$ cat src/rtl/vex_uop_sequencer_pkg.sv
// Shared types for the vector uop sequencer: sequencer states, the EX3 marker
// record and the vector funct3/funct6 encodings used by decode.
package vex_uop_sequencer_pkg;

  typedef logic [1:0] seq_state_t;
  localparam seq_state_t ST_IDLE  = 2'd0;
  localparam seq_state_t ST_ISSUE = 2'd1;
  localparam seq_state_t ST_DRAIN = 2'd2;

  // "last" carries the end-of-instruction marker (end is a keyword)
  typedef struct packed {
    logic head;
    logic last;
  } marker_t;

  localparam logic [2:0] FUNCT3_OPIVV = 3'b000;
  localparam logic [2:0] FUNCT3_OPFVV = 3'b001;
  localparam logic [2:0] FUNCT3_OPMVV = 3'b010;
  localparam logic [2:0] FUNCT3_OPIVI = 3'b011;
  localparam logic [2:0] FUNCT3_OPIVX = 3'b100;
  localparam logic [2:0] FUNCT3_OPFVF = 3'b101;
  localparam logic [2:0] FUNCT3_OPMVX = 3'b110;

  localparam logic [5:0] FUNCT6_VADD    = 6'b000000;
  localparam logic [5:0] FUNCT6_VSUB    = 6'b000010;
  localparam logic [5:0] FUNCT6_VAND    = 6'b001001;
  localparam logic [5:0] FUNCT6_VOR     = 6'b001010;
  localparam logic [5:0] FUNCT6_VXOR    = 6'b001011;
  localparam logic [5:0] FUNCT6_VREDSUM = 6'b000000;

endpackage

$ cat src/rtl/vex_marker_pipe.sv
// Fixed-latency head/end marker delay line; advances every cycle regardless of
// lane backpressure and reports when no marker is in flight.
module vex_marker_pipe
  import vex_uop_sequencer_pkg::*;
#(
  parameter int DEPTH = 3
) (
  input  logic    clk,
  input  logic    rst_n,
  input  marker_t push_i,
  output marker_t ex_o,
  output logic    empty_o
);

  marker_t [DEPTH-1:0] stage_q;
  marker_t [DEPTH-1:0] stage_d;

  always_comb begin
    stage_d    = stage_q;
    stage_d[0] = push_i;
    for (int i = 1; i < DEPTH; i++) begin
      stage_d[i] = stage_q[i-1];
    end
  end

  always_ff @(posedge clk or negedge rst_n) begin
    if (!rst_n) begin
      stage_q <= '0;
    end else begin
      stage_q <= stage_d;
    end
  end

  assign ex_o    = stage_q[DEPTH-1];
  assign empty_o = (stage_q == '0);

endmodule

$ cat src/rtl/vex_uop_sequencer.sv
// Splits one vector instruction into VECTOR_LANES-wide uops, drives the lane
// valid/mask under all-lane backpressure and emits EX3 markers plus done.
module vex_uop_sequencer
  import vex_uop_sequencer_pkg::*;
#(
  parameter int VECTOR_LANES = 8,
  parameter int VL_W         = 7,
  parameter int VLMAX        = 64,
  parameter int EX_DEPTH     = 3,
  localparam int UIDX_W      = $clog2(VLMAX / VECTOR_LANES)
) (
  input  logic                    clk,
  input  logic                    rst_n,
  input  logic                    instr_valid_i,
  output logic                    instr_ready_o,
  input  logic [5:0]              funct6_i,
  input  logic [2:0]              funct3_i,
  input  logic [VL_W-1:0]         vl_i,
  input  logic                    vm_i,
  input  logic [VLMAX-1:0]        v0_i,
  input  logic                    is_rdc_i,
  input  logic [VECTOR_LANES-1:0] lane_ready_i,
  output logic [VECTOR_LANES-1:0] lane_valid_o,
  output logic [VECTOR_LANES-1:0] lane_mask_o,
  output logic [5:0]              funct6_o,
  output logic [2:0]              funct3_o,
  output logic                    is_rdc_o,
  output logic [VL_W-1:0]         vl_o,
  output logic [UIDX_W-1:0]       uop_idx_o,
  output logic                    head_uop_ex3_o,
  output logic                    end_uop_ex3_o,
  output logic                    done_o,
  output logic                    busy_o
);

  localparam int LANE_W = $clog2(VECTOR_LANES);
  localparam int EIDX_W = $clog2(VLMAX);
  localparam logic [VL_W-1:0] VLMAX_V = VL_W'(VLMAX);

  seq_state_t         state_q,    state_d;
  logic [5:0]         funct6_q,   funct6_d;
  logic [2:0]         funct3_q,   funct3_d;
  logic               is_rdc_q,   is_rdc_d;
  logic               vm_q,       vm_d;
  logic [VLMAX-1:0]   v0_q,       v0_d;
  logic [VL_W-1:0]    vl_q,       vl_d;
  logic [UIDX_W-1:0]  uop_idx_q,  uop_idx_d;
  logic [UIDX_W-1:0]  last_idx_q, last_idx_d;

  logic [VL_W-1:0]         vl_sat;
  logic                    fire;
  logic                    pipe_empty;
  marker_t                 push;
  marker_t                 ex_marker;
  logic [VECTOR_LANES-1:0] lane_valid;
  logic [VECTOR_LANES-1:0] lane_mask;

  assign vl_sat = (vl_i > VLMAX_V) ? VLMAX_V : vl_i;
  assign fire   = (state_q == ST_ISSUE) && (&lane_ready_i);

  // Element index is {uop_idx, lane}; lane outputs depend only on state, so
  // they hold still by construction while the lanes stall.
  genvar gi;
  for (gi = 0; gi < VECTOR_LANES; gi++) begin : g_lane
    logic [EIDX_W-1:0] elem;
    assign elem           = {uop_idx_q, LANE_W'(gi)};
    assign lane_valid[gi] = (state_q == ST_ISSUE) &&
                            ((VL_W+1)'(elem) < (VL_W+1)'(vl_q));
    assign lane_mask[gi]  = lane_valid[gi] && (vm_q || v0_q[elem]);
  end

  always_comb begin
    state_d    = state_q;
    funct6_d   = funct6_q;
    funct3_d   = funct3_q;
    is_rdc_d   = is_rdc_q;
    vm_d       = vm_q;
    v0_d       = v0_q;
    vl_d       = vl_q;
    uop_idx_d  = uop_idx_q;
    last_idx_d = last_idx_q;
    push       = '0;
    case (state_q)
      ST_IDLE: begin
        if (instr_valid_i) begin
          funct6_d   = funct6_i;
          funct3_d   = funct3_i;
          is_rdc_d   = is_rdc_i;
          vm_d       = vm_i;
          v0_d       = v0_i;
          vl_d       = vl_sat;
          uop_idx_d  = '0;
          // last uop index = ceil(vl/lanes)-1; meaningless for vl==0, never used then
          last_idx_d = UIDX_W'((vl_sat - VL_W'(1)) >> LANE_W);
          state_d    = (vl_sat == '0) ? ST_DRAIN : ST_ISSUE;
        end
      end
      ST_ISSUE: begin
        if (fire) begin
          push.head = (uop_idx_q == '0);
          push.last = (uop_idx_q == last_idx_q);
          uop_idx_d = uop_idx_q + UIDX_W'(1);
          if (uop_idx_q == last_idx_q) begin
            state_d = ST_DRAIN;
          end
        end
      end
      ST_DRAIN: begin
        if (pipe_empty) begin
          state_d = ST_IDLE;
        end
      end
      default: state_d = ST_IDLE;
    endcase
  end

  always_ff @(posedge clk or negedge rst_n) begin
    if (!rst_n) begin
      state_q    <= ST_IDLE;
      funct6_q   <= '0;
      funct3_q   <= '0;
      is_rdc_q   <= 1'b0;
      vm_q       <= 1'b0;
      v0_q       <= '0;
      vl_q       <= '0;
      uop_idx_q  <= '0;
      last_idx_q <= '0;
    end else begin
      state_q    <= state_d;
      funct6_q   <= funct6_d;
      funct3_q   <= funct3_d;
      is_rdc_q   <= is_rdc_d;
      vm_q       <= vm_d;
      v0_q       <= v0_d;
      vl_q       <= vl_d;
      uop_idx_q  <= uop_idx_d;
      last_idx_q <= last_idx_d;
    end
  end

  vex_marker_pipe #(
    .DEPTH (EX_DEPTH)
  ) u_marker_pipe (
    .clk     (clk),
    .rst_n   (rst_n),
    .push_i  (push),
    .ex_o    (ex_marker),
    .empty_o (pipe_empty)
  );

  assign instr_ready_o  = (state_q == ST_IDLE);
  assign busy_o         = (state_q != ST_IDLE);
  assign lane_valid_o   = lane_valid;
  assign lane_mask_o    = lane_mask;
  assign funct6_o       = funct6_q;
  assign funct3_o       = funct3_q;
  assign is_rdc_o       = is_rdc_q;
  assign vl_o           = vl_q;
  assign uop_idx_o      = uop_idx_q;
  assign head_uop_ex3_o = ex_marker.head;
  assign end_uop_ex3_o  = ex_marker.last;
  // Drain ends once the end marker has left the pipe, i.e. the cycle after EX3
  assign done_o         = (state_q == ST_DRAIN) && pipe_empty;

endmodule

$ cat config.mk
export PLATFORM = sky130hd
export DESIGN_NAME = vex_uop_sequencer
export DESIGN_NICKNAME = d
export VERILOG_FILES = /design/src/rtl/vex_uop_sequencer_pkg.sv /design/src/rtl/vex_marker_pipe.sv /design/src/rtl/vex_uop_sequencer.sv
export SDC_FILE = /design/constraint.sdc
export NUM_CORES = 1
export LEC_CHECK = 0
export BUFFER_PORTS_ARGS = -buffer_cell sky130_fd_sc_hd__buf_2
export CORE_MARGIN = 1
export CORE_UTILIZATION = 45
export CTS_CLUSTER_SIZE = 14
export DETAILED_ROUTE_END_ITERATION = 7
export PLACE_DENSITY_LB_ADDON = 0.2
export SLEW_MARGIN = 5
export SYNTH_ARGS = -nofsm -noshare
export SYNTH_HDL_FRONTEND = slang
export SYNTH_HIERARCHICAL = 1
export SYNTH_SLANG_ARGS = --single-unit
export TNS_END_PERCENT = 1
$ cat constraint.sdc
create_clock -name clk -period 1.8 [get_ports clk]
set_input_delay 0.36 -clock clk [delete_from_list [all_inputs] [get_ports clk]]
set_output_delay 0.36 -clock clk [all_outputs]
set_load 0.005 [all_outputs]
* Word-level counts from Yosys, hierarchy flattened *
Cells that the tools add are included.

cells by class
  bitwise gates (word level) = 0
  div/mod/pow operators = 0
  multiplexer cells = 28
  add/sub/neg operators = 2
  multipliers = 0
  magnitude comparators = 17
  shift-type cells = 0
  reduce and logical (&&, ||, !) cells = 36
  eq/ne operators = 7

operators with widths
  kind                 count
  $lt 6x7->1           8
  $lt 6x7->1 const B   8
  $bmux 1 s3           8
  $logic_and 1x1->1    18
  $mux 2               7
  $logic_or 1x1->1     8
  $mux 1               8
  $reduce_and 8->1     1
  $gt 7x7->1 const B   1
  $logic_not 7->1      1
  $mux 7               1
  $logic_not 6->1      1
  $mux 3               2
  $ne 2x2->1 const B   3
  $pmux 2 s3           1
  $pmux 3 s2           1
  $sub 6x1->6 const B  1
  $reduce_and 4->1     1
  $reduce_bool 2->1    2
  $add 3x1->3 const B  1
  $eq 3x3->1           1
  $logic_not 3->1      1
  $reduce_and 3->1     1
  $eq 2x1->1 const B   1
  other kinds (4)      4

word-level totals
  latch bits = 0
  output and inout bits = 41
  input bits = 93
  memory bits (read-only) = 0
  RAM bits = 0
  register bits after elaboration = 96
  memories kept = 0

* Longest topological paths before layout *
Gate-level depths: netlist (run 1).

  word-level depth = 6
  gate-level depth with buffers = 7

* Hierarchy *
The synthesis (run 1) kept the hierarchy.

by module, submodules not included
  module             area each (um2)  instances  sequential area each (um2)  cells each
  vex_uop_sequencer  4379.2           1          2252.2                      499
  vex_marker_pipe    167.7            1          150.1                       8

* Least setup slack after synthesis (run 1) *
Ideal clock, no wire load.

  path type = register to output
  start point = reg uop_idx_q[0], in the netlist uop_idx_o[0]
  end point = out lane_mask_o[4]
  arrival = 1.613 ns
  slack = -0.173 ns
  stages on the path, launching flop included = 7
  path through = dfrtp_1 buf_6 buf_6 mux4_2 and2_1 a211oi_2 nor3_1

on the way
  word-level cells in the longest chain between the ends = 4
  elaborated cells between the ends (all ways) = 6

RTL lines
  item                                                                line                      RTL
  start: declaration                                                  vex_uop_sequencer.sv:47   logic [UIDX_W-1:0] uop_idx_q, uop_idx_d;
  start signal: assignment                                            vex_uop_sequencer.sv:136  uop_idx_q <= uop_idx_d;
  parallel branches: the longest is 3 deep, another holds $lt 6x7->1  --
  $logic_and 1x1->1 (*)                                               vex_uop_sequencer.sv:69   assign lane_mask[gi] = lane_valid[gi] && (vm_q || v0_q[elem]);
  end: declaration                                                    vex_uop_sequencer.sv:24   output logic [VECTOR_LANES-1:0] lane_mask_o,

Every way passes the cells marked *. The select of a mux whose other input is x is not followed.

* Final worst setup path (run 1) *
  start point = reg uop_idx_q[0], in the netlist uop_idx_o[0]
  end point = out lane_mask_o[0]

The elaborated chain is that of the path after synthesis.

==> results.env, run 1 <==
STATUS='finished with violations'
FAILING_CHECKS='setup timing'
SYNTH_TOP_FAMILY_BY_AREA='simple AND/OR/NAND/NOR gates'
NETLIST_INSTANCES=507
AVGVIACOUNTPERCELL=4.90
FIRST_GLOBAL_VIAS=3869
FINALMAXSLEWVIOLATIONS=0
SYNTH_FA_HA_AREA_SHARE_PCT=1.65
CORE_AREA_MM2=0.00977
SYNTH_COMPOUND_AREA_SHARE_PCT=4.21
CLK_ROOT_BUFFER_CELL='sky130_fd_sc_hd__clkbuf_8'
SINK_COUNT=96
SYNTH.AREA.MUX_SHARE_PCT=7.98
LAYOUT_COMMON_CELLS='239 x sky130_fd_sc_hd__nand2_1, 132 x sky130_fd_sc_hd__buf_2, 94 x sky130_fd_sc_hd__dfrtp_1'
MIN_FROM='v0_i[38]'
LAYOUT_MIN_CYCLE_TIME_NS=2.47
UNREPAIRED_SETUP_ENDPOINTS_AFTER_GLOBAL_ROUTING='yes'
REGTOREGSETUPSLACK_NS=0.24
CELLPOWERDENSITY_mW_PER_MM2=1600
HP-CLASS='input pin to register'
VIA_COUNT=3887
FP-ROW-COUNT=36
VDD.IR_DROP.WORST_V=0.000837
NUMBER_OF_TOP_LEVEL_PINS=134
INITIAL_UTILIZATION_PCT=46.5
SYNTH-SIMPLE-AREA-SHARE_PCT=28.7
WORST_SKEW_PAIR.LATE_LATENCY_NS=0.36
PLACE_CONGESTION=0.830
FINCLKSKEW_NS=0.00775
CELL_AREA_AFTER_LAYOUT_MM2=0.00595
GR-TOTAL-OVERFLOW=0
CRITPATHREQUIREDTIME_NS=1.44
DESIGN.FINAL.NETS=755
CLOCK_TREE_FROM_TRITONCTS='built'
POSTSYNTHREGISTERBITS=96
POST_SYNTH_XOR_XNOR_AREA_PCT=1.16
SEQ_AREA_FRAC_SYNTH_PCT=52.8
CELLLEAKAGEPOWER_nW=3.12
DETAIL_ROUTE.DRC_VIOLATIONS=0
ASYNC_S_R_FF_SHARE_SYNTH_PCT=100
NETLIST_AREA_MM2=0.00455
ROUTED_WIRELENGTH_UM=11300
PLACEMENT.IO_BUFFERS=133
CP.ARRIVAL_NS=2.11
CTS.CLK_SLEW.WORST_PATHS_NS=0.09
TOTAL_NEGATIVE_SLACK_FOR_SETUP_CHECKS_NS=-9.29
GRT_OVERALL_USAGE_PCT=23.1
FINAL-SETUP-VIOL-COUNT=17
MIN_PERIOD_OVER_PERIOD_PCT=137
NUMBER_OF_CELLS_ON_THE_WORST_REG_TO_REG_PATH=4
LAYOUT_SETUP_WS_NS=-0.673
TRITONCTS.NUM_BUFFERS=9
SYNTH.NET_COUNT=606
TIMING.CRITICAL_PATH.TO_TYPE='primary output'
DRT.ANTENNA.VIOLATING_NETS=0
FINAL-HOLD-VIOLATION-COUNT=0
CTS_BUFFER_DEPTH=2
FMAXACHIEVABLE_GHz=0.404
HEADROOM_TO_THE_MAX_SLEW_LIMIT_PCT=62.2
GRT_FIRST_PASS_WIRELENGTH_UM=18400
FINAL_LAYOUT_SIZE_SUFFIX_GT1_SHARE_PCT=32.7
PLACED_CELL_AREA_MM2=0.00559
SYNTH.DISTINCT_CELLS=41
REG_TO_REG_START='u_marker_pipe/stage_d[3]$_DFF_PN0_'
LARGEST_FANOUT_OF_ANY_NET_ON_THE_CRITICAL_PATH=3
GRT_MAX_DEGREE=57
HTREEDEPTH=3
MOST_COMMON_CELL_AFTER_LAYOUT_FILL_AND_TAPS_ASIDE='sky130_fd_sc_hd__nand2_1'
DPL.HPWL_UM=8400
INITIAL_ANTENNA_VIOLATION_COUNT=0
CRITICAL_PATH_CLASS='register to primary output'
DIE_H_UM=103
SYNTHFLOPTYPE='sky130_fd_sc_hd__dfrtp_1'
CAP_VIOL_MAX_COUNT=0
FLOORPLAN.DIE.WIDTH_UM=103
AREA_GROWTH_PCT=30.8
SYN_AVG_CELL_AREA_UM2=8.97
FIRSTDRTPASSITERS=5
DRT_ITER0_DRC=130
DIE_AREA_MM2=0.0105
POST_DRT_WL_PER_CELL_UM=14.2
TIGHTESTPINTRANSITION_NS=0.567
NUMBER_OF_FLOPS_MAPPED_TO_ENABLE_CELLS_BY_YOSYS=0
SYNTHESIS_WARNINGS=6
PLACE_WORST_SETUP_SLACK_NS=-0.360
REGTOREGENDPOINT='state_q[1]$_DFFE_PN0P_'
DIODES=0
CP-START-KIND='register'
WORSTHOLDPATHCELLS=3
MIN_TO='v0_q[38]$_DFFE_PN0P_'
[kinds of logic (layout without fill, tap and decap cells)]
| kind of cell | count (synthesis) | in the layout |
|---|---|---|
| and+or+nand+nor | 315 | 315 |
| DFF | 96 | 96 |
| buffers and inverters | 34 | 188 |
| AOI/OAI and AO/OA | 27 | 27 |
| muxes | 23 | 23 |
| adders and majority gates | 6 | 6 |
| xor gates and xnor gates | 6 | 6 |
[repair_timing]
| item | CTS | global route |
|---|---|---|
| pin swaps | 6 | 3 |
| hold buffers | 1 | 0 |
| setup endpoints to repair | 17 | 17 |
| cloned | 0 | 0 |
| buffers inserted | 0 | 2 |
| endpoints found under the hold margin | 16 | 0 |
| resized for setup | 11 | 6 |
[report_power, final]
part	switching (mW)	internal (mW)	total, mW
Combinational	1.95	2.05	4.00
Clock	0.749	0.931	1.68
Sequential	0.728	3.08	3.81
[cell type report]
class,count,area (µm²)
Clock buffer,10,128
Clock inverter,6,115
Fill cell,881,3830
Inverter,7,26.3
Multi-Input combinational cell,377,2090
Sequential cell,96,2400
Tap cell,133,166
Timing Repair Buffer,165,1020
[per-stage QoR]
stage / power [mW] / util [%] / std cells / hold slack, ns
4_1_cts: 9.43 / 60.4 / 792 / 0.169
5_1_grt: 10.2 / 60.9 / 794 / 0.173
6_report: 9.49 / 60.9 / 794 / 0.177
3_5_place_dp: 7.58 / 57.2 / 775 / 0.253
2_1_floorplan: 5.85 / - / 507 / 0.0644
3_3_place_gp: 7.48 / 57.2 / 775 / 0.252
[worst max-delay path: stages, from the launching register on]
cell and delay [ns]:
sky130_fd_sc_hd__dfrtp_2 0.41, sky130_fd_sc_hd__buf_6 0.12, sky130_fd_sc_hd__mux4_2 0.51, sky130_fd_sc_hd__nor2b_4 0.15
sky130_fd_sc_hd__a2111oi_4 0.35, sky130_fd_sc_hd__nor3_2 0.08, sky130_fd_sc_hd__buf_2 0.13
[synthesized netlist by cell type (2+ instances only)]
cell type	count	share of area [%]
sky130_fd_sc_hd__a2111oi_1	5	1.1
sky130_fd_sc_hd__o21ai_1	6	0.66
sky130_fd_sc_hd__mux2_1	2	0.50
sky130_fd_sc_hd__buf_6	3	0.74
sky130_fd_sc_hd__mux2_2	4	0.99
sky130_fd_sc_hd__inv_1	6	0.50
sky130_fd_sc_hd__nand3_1	3	0.33
sky130_fd_sc_hd__buf_2	3	0.33
sky130_fd_sc_hd__dfrtp_1	96	53
sky130_fd_sc_hd__nor2_1	29	2.4
sky130_fd_sc_hd__nand3b_1	7	1.2
sky130_fd_sc_hd__xor2_1	5	0.96
sky130_fd_sc_hd__a21oi_1	8	0.88
sky130_fd_sc_hd__mux2i_1	7	1.5
sky130_fd_sc_hd__and2_1	4	0.55
sky130_fd_sc_hd__mux4_2	10	5.0
sky130_fd_sc_hd__ha_1	6	1.7
sky130_fd_sc_hd__o21ai_0	2	0.22
sky130_fd_sc_hd__nor3b_1	3	0.50
sky130_fd_sc_hd__nor2b_1	9	1.2
sky130_fd_sc_hd__clkbuf_1	18	1.5
sky130_fd_sc_hd__buf_1	2	0.17
sky130_fd_sc_hd__nor3_1	11	1.2
sky130_fd_sc_hd__nand2_1	240	20
sky130_fd_sc_hd__and4_1	2	0.39
[routing by layer]
layer / wire length (µm) / track usage, % / up-vias
met5: 0 / 0 / -
met3: 494 / 3.86 / 15
li1: - / - / 1940
met1: 5360 / 31.9 / 1820
met4: 159 / 7.36 / 0
met2: 5270 / 37.4 / 112
[worst max-delay path by stage]
| stage | start | to | slack (ns) | cells past startpoint |
|---|---|---|---|---|
| after global routing | uop_idx_o[0]$_DFFE_PN0P_ | lane_mask_o[0] | -0.75 | 6 |
| after CTS | uop_idx_o[0]$_DFFE_PN0P_ | lane_mask_o[0] | -0.64 | 6 |
| after detailed placement | uop_idx_o[0]$_DFFE_PN0P_ | lane_mask_o[7] | -0.36 | 6 |
| after global placement | uop_idx_o[0]$_DFFE_PN0P_ | lane_mask_o[7] | -0.38 | 6 |
| final | uop_idx_o[0]$_DFFE_PN0P_ | lane_mask_o[0] | -0.67 | 6 |
| after floorplan | uop_idx_o[0]$_DFFE_PN0P_ | lane_mask_o[4] | -0.10 | 6 |
[registers in the layout (all words and copies together) (netlist names)]
name / flops
last_idx_q: 3
is_rdc_o: 1
uop_idx_o: 3
u_marker_pipe/stage_d: 4
state_q: 2
vl_o: 7
v0_q: 64
funct3_o: 3
u_marker_pipe/ex_o: 2
vm_q: 1
funct6_o: 6
(Power assumes the default switching activity.)
==> inputs of run 2 (changes only) <==
--- a/config.mk
+++ b/config.mk
@@ -5,9 +5,11 @@
 export SDC_FILE = /design/constraint.sdc
 export NUM_CORES = 1
 export LEC_CHECK = 0
+export ABC_CLOCK_PERIOD_IN_PS = 1800
 export BUFFER_PORTS_ARGS = -buffer_cell sky130_fd_sc_hd__buf_2
+export CAP_MARGIN = 40
 export CORE_MARGIN = 1
-export CORE_UTILIZATION = 45
+export CORE_UTILIZATION = 47
 export CTS_CLUSTER_SIZE = 14
 export DETAILED_ROUTE_END_ITERATION = 7
 export PLACE_DENSITY_LB_ADDON = 0.2
==> run 2 against run 1 <==
The flow still finishes with violations (setup timing). Cell count unchanged. Critical path depth unchanged. Hold slack better by 0.0025 ns. Non-clock buffer count up 4. Critical endpoint is now lane_mask_o[7].
==> results.env, run 2 (synthesis results as in run 1) <==
POST_LAYOUT_NONFILLER_INSTANCES=794  # unchanged
SEQCELLAREA_MM2=0.00240  # about the same
FP-ROW-COUNT=35  # -2.8%
CORE_AREA_MM2=0.00928  # -5.0%
FINAL-SETUP-VIOL-COUNT=17  # unchanged
CLOCK_TREE_FROM_TRITONCTS='built'
STATUS='finished with violations'
FINCLKSKEW_NS=0.0155  # +0.00775 ns
FINAL-HOLD-VIOLATION-COUNT=0  # unchanged
INITIAL_ANTENNA_VIOLATION_COUNT=0  # unchanged
FINALMAXSLEWVIOLATIONS=0  # unchanged
PLACE_CONGESTION=0.806  # -2.9%
AVGVIACOUNTPERCELL=4.91  # +0.33%
REGTOREGSETUPSLACK_NS=0.18  # -0.06 ns
NUMBER_OF_TOP_LEVEL_PINS=134  # unchanged
FINAL_LAYOUT_WORST_HOLD_SLACK_NS=0.180  # +0.00255 ns
HEADROOM_TO_THE_MAX_SLEW_LIMIT_PCT=62.6  # +0.38 points
DETAIL_ROUTE.DRC_VIOLATIONS=0  # unchanged
AREA_GROWTH_PCT=29.3
MULTI_INPUT_COMBINATIONAL_CELL_AREA_MM2=0.00206  # -1.3%
FAILING_CHECKS='setup timing'
REG_TO_REG_START='uop_idx_o[0]$_DFFE_PN0P_'
CTS.CLK_SLEW.WORST_PATHS_NS=0.09  # about the same
CELLPOWERDENSITY_mW_PER_MM2=1560  # -2.5%
DRT_ITER0_DRC=182  # +40%
GRT_FIRST_PASS_WIRELENGTH_UM=19100  # +4.3%
UNREPAIRED_SETUP_ENDPOINTS_AFTER_GLOBAL_ROUTING='yes'
DPL.HPWL_UM=8670  # +3.1%
TIGHTESTPINTRANSITION_NS=0.561  # -0.00573 ns
LAYOUT_COMMON_CELLS='239 x sky130_fd_sc_hd__nand2_1, 132 x sky130_fd_sc_hd__buf_2, 95 x sky130_fd_sc_hd__dfrtp_1'
LARGEST_FANOUT_OF_ANY_NET_ON_THE_CRITICAL_PATH=14  # +11
INITIAL_UTILIZATION_PCT=49.0  # +2.5 points
FINAL_LAYOUT_SIZE_SUFFIX_GT1_SHARE_PCT=32.3  # -0.35 points
HTREEDEPTH=3  # unchanged
NUMBER_OF_CELLS_ON_THE_WORST_REG_TO_REG_PATH=6  # +2
CTS_BUFFER_DEPTH=2  # unchanged
ROUTED_WIRELENGTH_UM=11600  # +2.9%
TRITONCTS.NUM_BUFFERS=9  # unchanged
LAYOUT_MIN_CYCLE_TIME_NS=2.48  # +0.0105 ns
FMAXACHIEVABLE_GHz=0.403  # -0.42%
CRITPATHREQUIREDTIME_NS=1.44  # about the same
GRT_OVERALL_USAGE_PCT=24.9  # +1.8 points
PLACEMENT.IO_BUFFERS=133  # unchanged
GR-TOTAL-OVERFLOW=0  # unchanged
TIMING.CRITICAL_PATH.TO_TYPE='primary output'
CELLLEAKAGEPOWER_nW=3.11  # -0.56%
SINK_COUNT=96  # unchanged
MIN_PERIOD_OVER_PERIOD_PCT=138  # +0.58 points
POST_DRT_WL_PER_CELL_UM=14.6  # +2.9%
GRT_MAX_DEGREE=60  # +5.3%
NUMBER_OF_FLIP_FLOPS_UNDER_THE_LARGEST_REGISTER_NAME=64  # unchanged
CAP_VIOL_MAX_COUNT=0  # unchanged
REGTOREGENDPOINT='state_q[1]$_DFFE_PN0P_'
DIODES=0  # unchanged
DRT.ANTENNA.VIOLATING_NETS=0  # unchanged
CP-START-KIND='register'
DESIGN.FINAL.NETS=759  # +0.53%
LARGEST_REGISTER='v0_q'
HP-CLASS='input pin to register'
VIA_COUNT=3900  # +0.33%
DPL.CELL_COUNT=775  # unchanged
FIRST_GLOBAL_VIAS=3918  # +1.3%
WORST_SETUP_PATH_STARTPOINT='uop_idx_o[0]$_DFFE_PN0P_'
FLOORPLAN.DIE.WIDTH_UM=100  # -2.1%
FINAL.FILL_COUNT=810  # -8.1%
DIE_AREA_MM2=0.0101  # -4.2%
CRITICAL_PATH_CLASS='register to primary output'
VDD.IR_DROP.WORST_V=0.000672  # -20%
WORST_SKEW_PAIR.LATE_LATENCY_NS=0.36  # about the same
TIMING.CRITICAL_PATH.TO='lane_mask_o[7]'
CP.ARRIVAL_NS=2.12  # about the same
DIE_H_UM=100  # -2.1%
LAYOUT_SETUP_WS_NS=-0.683  # -0.0105 ns
FIRSTDRTPASSITERS=4  # -1
CLK_ROOT_BUFFER_CELL='sky130_fd_sc_hd__clkbuf_8'
MOST_COMMON_CELL_AFTER_LAYOUT_FILL_AND_TAPS_ASIDE='sky130_fd_sc_hd__nand2_1'
## run 2: final cells by class
type	instances	area share, %
clock inverters	5	0.681
flip-flops and latches	96	40.9
inverters	7	0.447
clock buffers	11	2.40
multi-input cells	377	35.1
repair buffers	169	17.8
well taps	129	2.75
## run 2: repair_timing
| action | 4_1_cts | 5_1_grt |
|---|---|---|
| hold endpoints to repair | 28 | 0 |
| pin swaps | 1 | 0 |
| hold buffers | 1 | 0 |
| resized for setup | 10 | 1 |
| setup endpoints to repair | 17 | 18 |
| setup buffers | 2 | 0 |
## run 2: how the worst min path moves through the flow
stage                        start                      end  cells after the start
after global routing      v0_i[62]     v0_q[62]$_DFFE_PN0P_                      3
after detailed placement     rst_n      vl_o[1]$_DFFE_PN0P_                      1
after CTS                 v0_i[60]     v0_q[60]$_DFFE_PN0P_                      3
after floorplan              rst_n  funct3_o[0]$_DFFE_PN0P_                      0
after global placement       rst_n      vl_o[2]$_DFFE_PN0P_                      1
final                     v0_i[36]     v0_q[36]$_DFFE_PN0P_                      3
## run 2: worst max-delay path, cell delays in order, from the launching register on
cell	delay, ns
sky130_fd_sc_hd__dfrtp_2	0.44
sky130_fd_sc_hd__buf_12	0.17
sky130_fd_sc_hd__mux2_2	0.35
sky130_fd_sc_hd__a2111oi_2	0.45
sky130_fd_sc_hd__buf_4	0.18
sky130_fd_sc_hd__nor3_1	0.04
sky130_fd_sc_hd__buf_2	0.13
## run 2: metrics by stage
stage               worst slack, ns  cell area [µm²]  power, mW  setup TNS (ns)  utilization (%)
floorplan                    -0.103             4570       5.85           -1.29                -
global placement             -0.342             5610       7.53           -2.69             60.4
detailed placement           -0.401             5610       7.66           -3.31             60.4
CTS                          -0.670             5880       9.16           -9.24             63.3
global route                 -0.807             5880       9.87          -11.18             63.3
finish                       -0.683             5880       9.14           -9.27             63.3
## run 2: routing by layer
layer / routed length [µm] / GRT usage (%) / vias up
li1: - / - / 1933
met1: 5400 / 34.8 / 1841
met2: 5400 / 39.7 / 115
met3: 671 / 5.43 / 11
met4: 145 / 6.47 / 0
met5: 0 / 0 / -
## run 2: report_power, final
part           switching (mW)  internal (mW)
clock network           0.762          0.548
logic                    1.99           2.04
registers               0.734           3.07
==> inputs of run 3 (changes only) <==
--- a/config.mk
+++ b/config.mk
@@ -5,11 +5,12 @@
 export SDC_FILE = /design/constraint.sdc
 export NUM_CORES = 1
 export LEC_CHECK = 0
-export ABC_CLOCK_PERIOD_IN_PS = 1800
+export ABC_AREA = 1
+export ABC_CLOCK_PERIOD_IN_PS = 3020
 export BUFFER_PORTS_ARGS = -buffer_cell sky130_fd_sc_hd__buf_2
 export CAP_MARGIN = 40
 export CORE_MARGIN = 1
-export CORE_UTILIZATION = 47
+export CORE_UTILIZATION = 52
 export CTS_CLUSTER_SIZE = 14
 export DETAILED_ROUTE_END_ITERATION = 7
 export PLACE_DENSITY_LB_ADDON = 0.2
==> constraint.sdc (replaced) <==
create_clock -name clk -period 3.02 [get_ports clk]
set_input_delay 0.604 -clock clk [delete_from_list [all_inputs] [get_ports clk]]
set_output_delay 0.604 -clock clk [all_outputs]
set_load 0.005 [all_outputs]
==> run 3 against run 2 <==
The run now ends clean. Largest power group is now registers. Routed wire length decreased by 1.1%. Total power down 47%. Register-to-register slack improved by 0.98 ns. Hold slack worse by 0.036 ns. Critical path type unchanged. Global-route usage rose by 0.35 points. First-iteration DRC count grew 62%.
==> results.env, run 3 <==
STATUS='finished, final reports clean'
NETLIST_AREA_MM2=0.00472  # +3.8%
FP-ROW-COUNT=34  # -2.9%
DESIGN.FINAL.NETS=848  # +12%
FINAL_LAYOUT_SIZE_SUFFIX_GT1_SHARE_PCT=22.5  # -9.8 points
DIE_AREA_MM2=0.00946  # -6.1%
NUMBER_OF_FLOPS_MAPPED_TO_ENABLE_CELLS_BY_YOSYS=0  # unchanged
SINK_COUNT=96  # unchanged
SYNTHESIS_WARNINGS=6  # unchanged
YOSYSTOPAREACELLSHARE_PCT=50.9  # -1.9 points
AREA_GROWTH_PCT=19.7
GR-TOTAL-OVERFLOW=0  # unchanged
NUMBER_OF_GATES_RESIZED_AFTER_CTS=0  # -10
REG_TO_REG_START='state_q[1]$_DFFE_PN0P_'
PLACE_CONGESTION=0.915  # +14%
TIMING.CRITICAL_PATH.TO='lane_mask_o[0]'
GRT_MAX_DEGREE=92  # +53%
CRITICAL_PATH_CLASS='register to primary output'
DIE_H_UM=97.3  # -3.1%
MIN_PERIOD_OVER_PERIOD_PCT=87.0
NUMBER_OF_CELLS_ON_THE_WORST_REG_TO_REG_PATH=6  # unchanged
ASYNC_S_R_FF_SHARE_SYNTH_PCT=100  # unchanged
DETAIL_ROUTE.DRC_VIOLATIONS=0  # unchanged
WORST_SETUP_PATH_STARTPOINT='vl_o[5]$_DFFE_PN0P_'
TOTAL_NEGATIVE_SLACK_FOR_SETUP_CHECKS_NS=0  # +9.27 ns
CAP_VIOL_MAX_COUNT=0  # unchanged
NUMBER_OF_FLIP_FLOPS_UNDER_THE_LARGEST_REGISTER_NAME=64  # unchanged
LAYOUT_MIN_CYCLE_TIME_NS=2.63
FMAXACHIEVABLE_GHz=0.381
PLACEMENT.IO_BUFFERS=133  # unchanged
NUMBER_OF_TOP_LEVEL_PINS=134  # unchanged
WORST_SKEW_PAIR.LATE_LATENCY_NS=0.37  # about the same
HEADROOM_TO_THE_MAX_SLEW_LIMIT_PCT=43.5  # -19 points
NETLIST_INSTANCES=627  # +24%
GRT_OVERALL_USAGE_PCT=25.3  # +0.35 points
FLOORPLAN.DIE.WIDTH_UM=97.3  # -3.1%
DRT_ITER0_DRC=294  # +62%
SYN_AVG_CELL_AREA_UM2=7.53  # -16%
LAYOUT_COMMON_CELLS='330 x sky130_fd_sc_hd__nand2_1, 132 x sky130_fd_sc_hd__buf_2, 96 x sky130_fd_sc_hd__dfrtp_1'
SYNTH_AREA_LEADER_CELL='sky130_fd_sc_hd__dfrtp_1'
HTREEDEPTH=3  # unchanged
YOSYSMOSTFREQUENTCELL='sky130_fd_sc_hd__nand2_1'
CP-START-KIND='register'
FIRST_GLOBAL_VIAS=4102  # +4.7%
GRT_FIRST_PASS_WIRELENGTH_UM=19100  # -0.36%
CTS.REPAIR_TIMING.SETUP_BUFFER_COUNT=0  # -2
REGTOREGSETUPSLACK_NS=1.16  # +0.98 ns
DIODES=0  # unchanged
SYNTHFLOPTYPE='sky130_fd_sc_hd__dfrtp_1'
POSTSYNTHREGISTERBITS=96  # unchanged
ROUTED_WIRELENGTH_UM=11500  # -1.1%
VDD.IR_DROP.WORST_V=0.000379  # -44%
FINAL-SETUP-VIOL-COUNT=0  # -17
CTS_BUFFER_DEPTH=2  # unchanged
CP.ARRIVAL_NS=2.02  # -0.10 ns
FIRSTDRTPASSITERS=4  # unchanged
FINCLKSKEW_NS=0.0129  # -0.00259 ns
TIMING.CRITICAL_PATH.TO_TYPE='primary output'
CRITPATHREQUIREDTIME_NS=2.42  # +0.98 ns
SYNTHTOPCELLSBYAREA='sky130_fd_sc_hd__dfrtp_1 51%, sky130_fd_sc_hd__nand2_1 26%, sky130_fd_sc_hd__nand3_1 7.4%'
MOST_COMMON_CELL_AFTER_LAYOUT_FILL_AND_TAPS_ASIDE='sky130_fd_sc_hd__nand2_1'
HP-CLASS='input pin to async pin'
VIA_COUNT=4343  # +11%
DRT.ANTENNA.VIOLATING_NETS=0  # unchanged
REGTOREGENDPOINT='state_q[0]$_DFFE_PN0P_'
SEQ_AREA_FRAC_SYNTH_PCT=50.9  # -1.9 points
LARGEST_REGISTER='v0_q'
CTS.CLK_SLEW.WORST_PATHS_NS=0.10  # about the same
FINALMAXSLEWVIOLATIONS=0  # unchanged
SYNTH.NET_COUNT=726  # +20%
POST_DRT_WL_PER_CELL_UM=13.3  # -8.9%
DPL.HPWL_UM=8310  # -4.1%
FINAL_CORE_UTILIZATION_PCT=64.4  # +1.1 points
CELLPOWERDENSITY_mW_PER_MM2=865  # -44%
UNREPAIRED_SETUP_ENDPOINTS_AFTER_GLOBAL_ROUTING='no'
AVGVIACOUNTPERCELL=5.04  # +2.6%
CLOCK_TREE_FROM_TRITONCTS='built'
CORE_AREA_MM2=0.00876  # -5.6%
INITIAL_ANTENNA_VIOLATION_COUNT=0  # unchanged
TRITONCTS.NUM_BUFFERS=9  # unchanged
SYNTH.DISTINCT_CELLS=28  # -32%
FINAL-HOLD-VIOLATION-COUNT=0  # unchanged
CTS_HOLD_REPAIR.BUFFERS=0  # -1
LARGEST_FANOUT_OF_ANY_NET_ON_THE_CRITICAL_PATH=4  # -10
INITIAL_UTILIZATION_PCT=53.9  # +4.9 points
CLK_ROOT_BUFFER_CELL='sky130_fd_sc_hd__clkbuf_8'
TIGHTESTPINTRANSITION_NS=0.847  # +0.286 ns
SYNTHTOPCELLSBYCOUNT='330 x sky130_fd_sc_hd__nand2_1, 96 x sky130_fd_sc_hd__dfrtp_1, 70 x sky130_fd_sc_hd__nand3_1'
CELLLEAKAGEPOWER_nW=3.26  # +4.8%
-- run 3: changes by cell type after synthesis, moves of 5 or more --
cell	before	now
sky130_fd_sc_hd__nor3_1	11	2
sky130_fd_sc_hd__buf_4	1	13
sky130_fd_sc_hd__inv_1	6	32
sky130_fd_sc_hd__mux2i_1	7	0
sky130_fd_sc_hd__a2111oi_1	5	0
sky130_fd_sc_hd__clkbuf_1	18	0
sky130_fd_sc_hd__nand2_1	240	330
sky130_fd_sc_hd__nor2b_1	9	0
sky130_fd_sc_hd__nand3_1	3	70
sky130_fd_sc_hd__nand3b_1	7	0
sky130_fd_sc_hd__nor2_1	29	22
sky130_fd_sc_hd__buf_2	3	15
sky130_fd_sc_hd__mux4_2	10	0
-- run 3: how the worst min path moves through the flow --
stage,start,endpoint,cells after the start
5_1_grt,rst_n,vl_o[3]$_DFFE_PN0P_,1
4_1_cts,rst_n,vl_o[3]$_DFFE_PN0P_,1
3_5_place_dp,u_marker_pipe/stage_d[5]$_DFF_PN0_,u_marker_pipe/ex_o[1]$_DFF_PN0_,0
3_3_place_gp,u_marker_pipe/stage_d[5]$_DFF_PN0_,u_marker_pipe/ex_o[1]$_DFF_PN0_,0
6_report,rst_n,vl_o[3]$_DFFE_PN0P_,1
2_1_floorplan,rst_n,funct3_o[0]$_DFFE_PN0P_,0
-- run 3: area by class of cell --
cell class              count  area, µm²
fillers                   831       3120
flip-flops and latches     96       2400
clock buffers              10        138
well taps                 108        135
repair buffers            141        761
multi-input cells         462       1980
clock inverters             6       90.1
inverters                  39        146
-- run 3: stage by stage --
stage	area, µm²	cells	hold slack, ns	setup WS [ns]	power [mW]
2_1_floorplan	4720	627	0.308	1.04	3.25
3_3_place_gp	5390	845	0.362	0.889	3.89
3_5_place_dp	5420	846	0.374	0.834	3.95
4_1_cts	5650	862	0.150	0.414	4.91
5_1_grt	5650	862	0.163	0.222	5.27
6_report	5650	862	0.144	0.392	4.89
-- run 3: per-layer routing --
metal / global-route usage, % / vias up / part of all wire (%)
met2: 40.2 / 152 / 47
met5: 0 / - / 0
met4: 8.71 / 0 / 1.5
met1: 35.7 / 1988 / 45
li1: - / 2187 / -
met3: 3.67 / 16 / 6.4
-- run 3: where the power goes --
group          total (mW)  switching (mW)  leakage [nW]  internal [mW]
Sequential           2.16           0.336          1.20           1.82
Clock               0.956           0.464         0.113          0.492
Combinational        1.78            1.05          1.94          0.730
-- run 3: kinds of logic (layout without fill, tap and decap cells) --
group / after synthesis / after routing / share of synthesized area, %
buffers and inverters: 69 / 196 / 7.24
flip-flops: 96 / 96 / 50.9
AND/OR/NAND/NOR: 436 / 436 / 37.7
XOR/XNOR: 2 / 2 / 0.371
adder cells (fa/ha/maj): 6 / 6 / 1.59
AO/OA/AOI/OAI: 18 / 18 / 2.20
-- run 3: critical path, stage by stage (launching register included) --
cell                      delay (ns)
sky130_fd_sc_hd__dfrtp_1        0.35
sky130_fd_sc_hd__inv_1          0.05
sky130_fd_sc_hd__ha_1           0.29
sky130_fd_sc_hd__inv_1          0.04
sky130_fd_sc_hd__nor2_1         0.24
sky130_fd_sc_hd__nand2_1        0.15
sky130_fd_sc_hd__nor2_1         0.19
sky130_fd_sc_hd__a21oi_1        0.12
sky130_fd_sc_hd__nand2_1        0.07
sky130_fd_sc_hd__inv_1          0.03
sky130_fd_sc_hd__buf_2          0.11
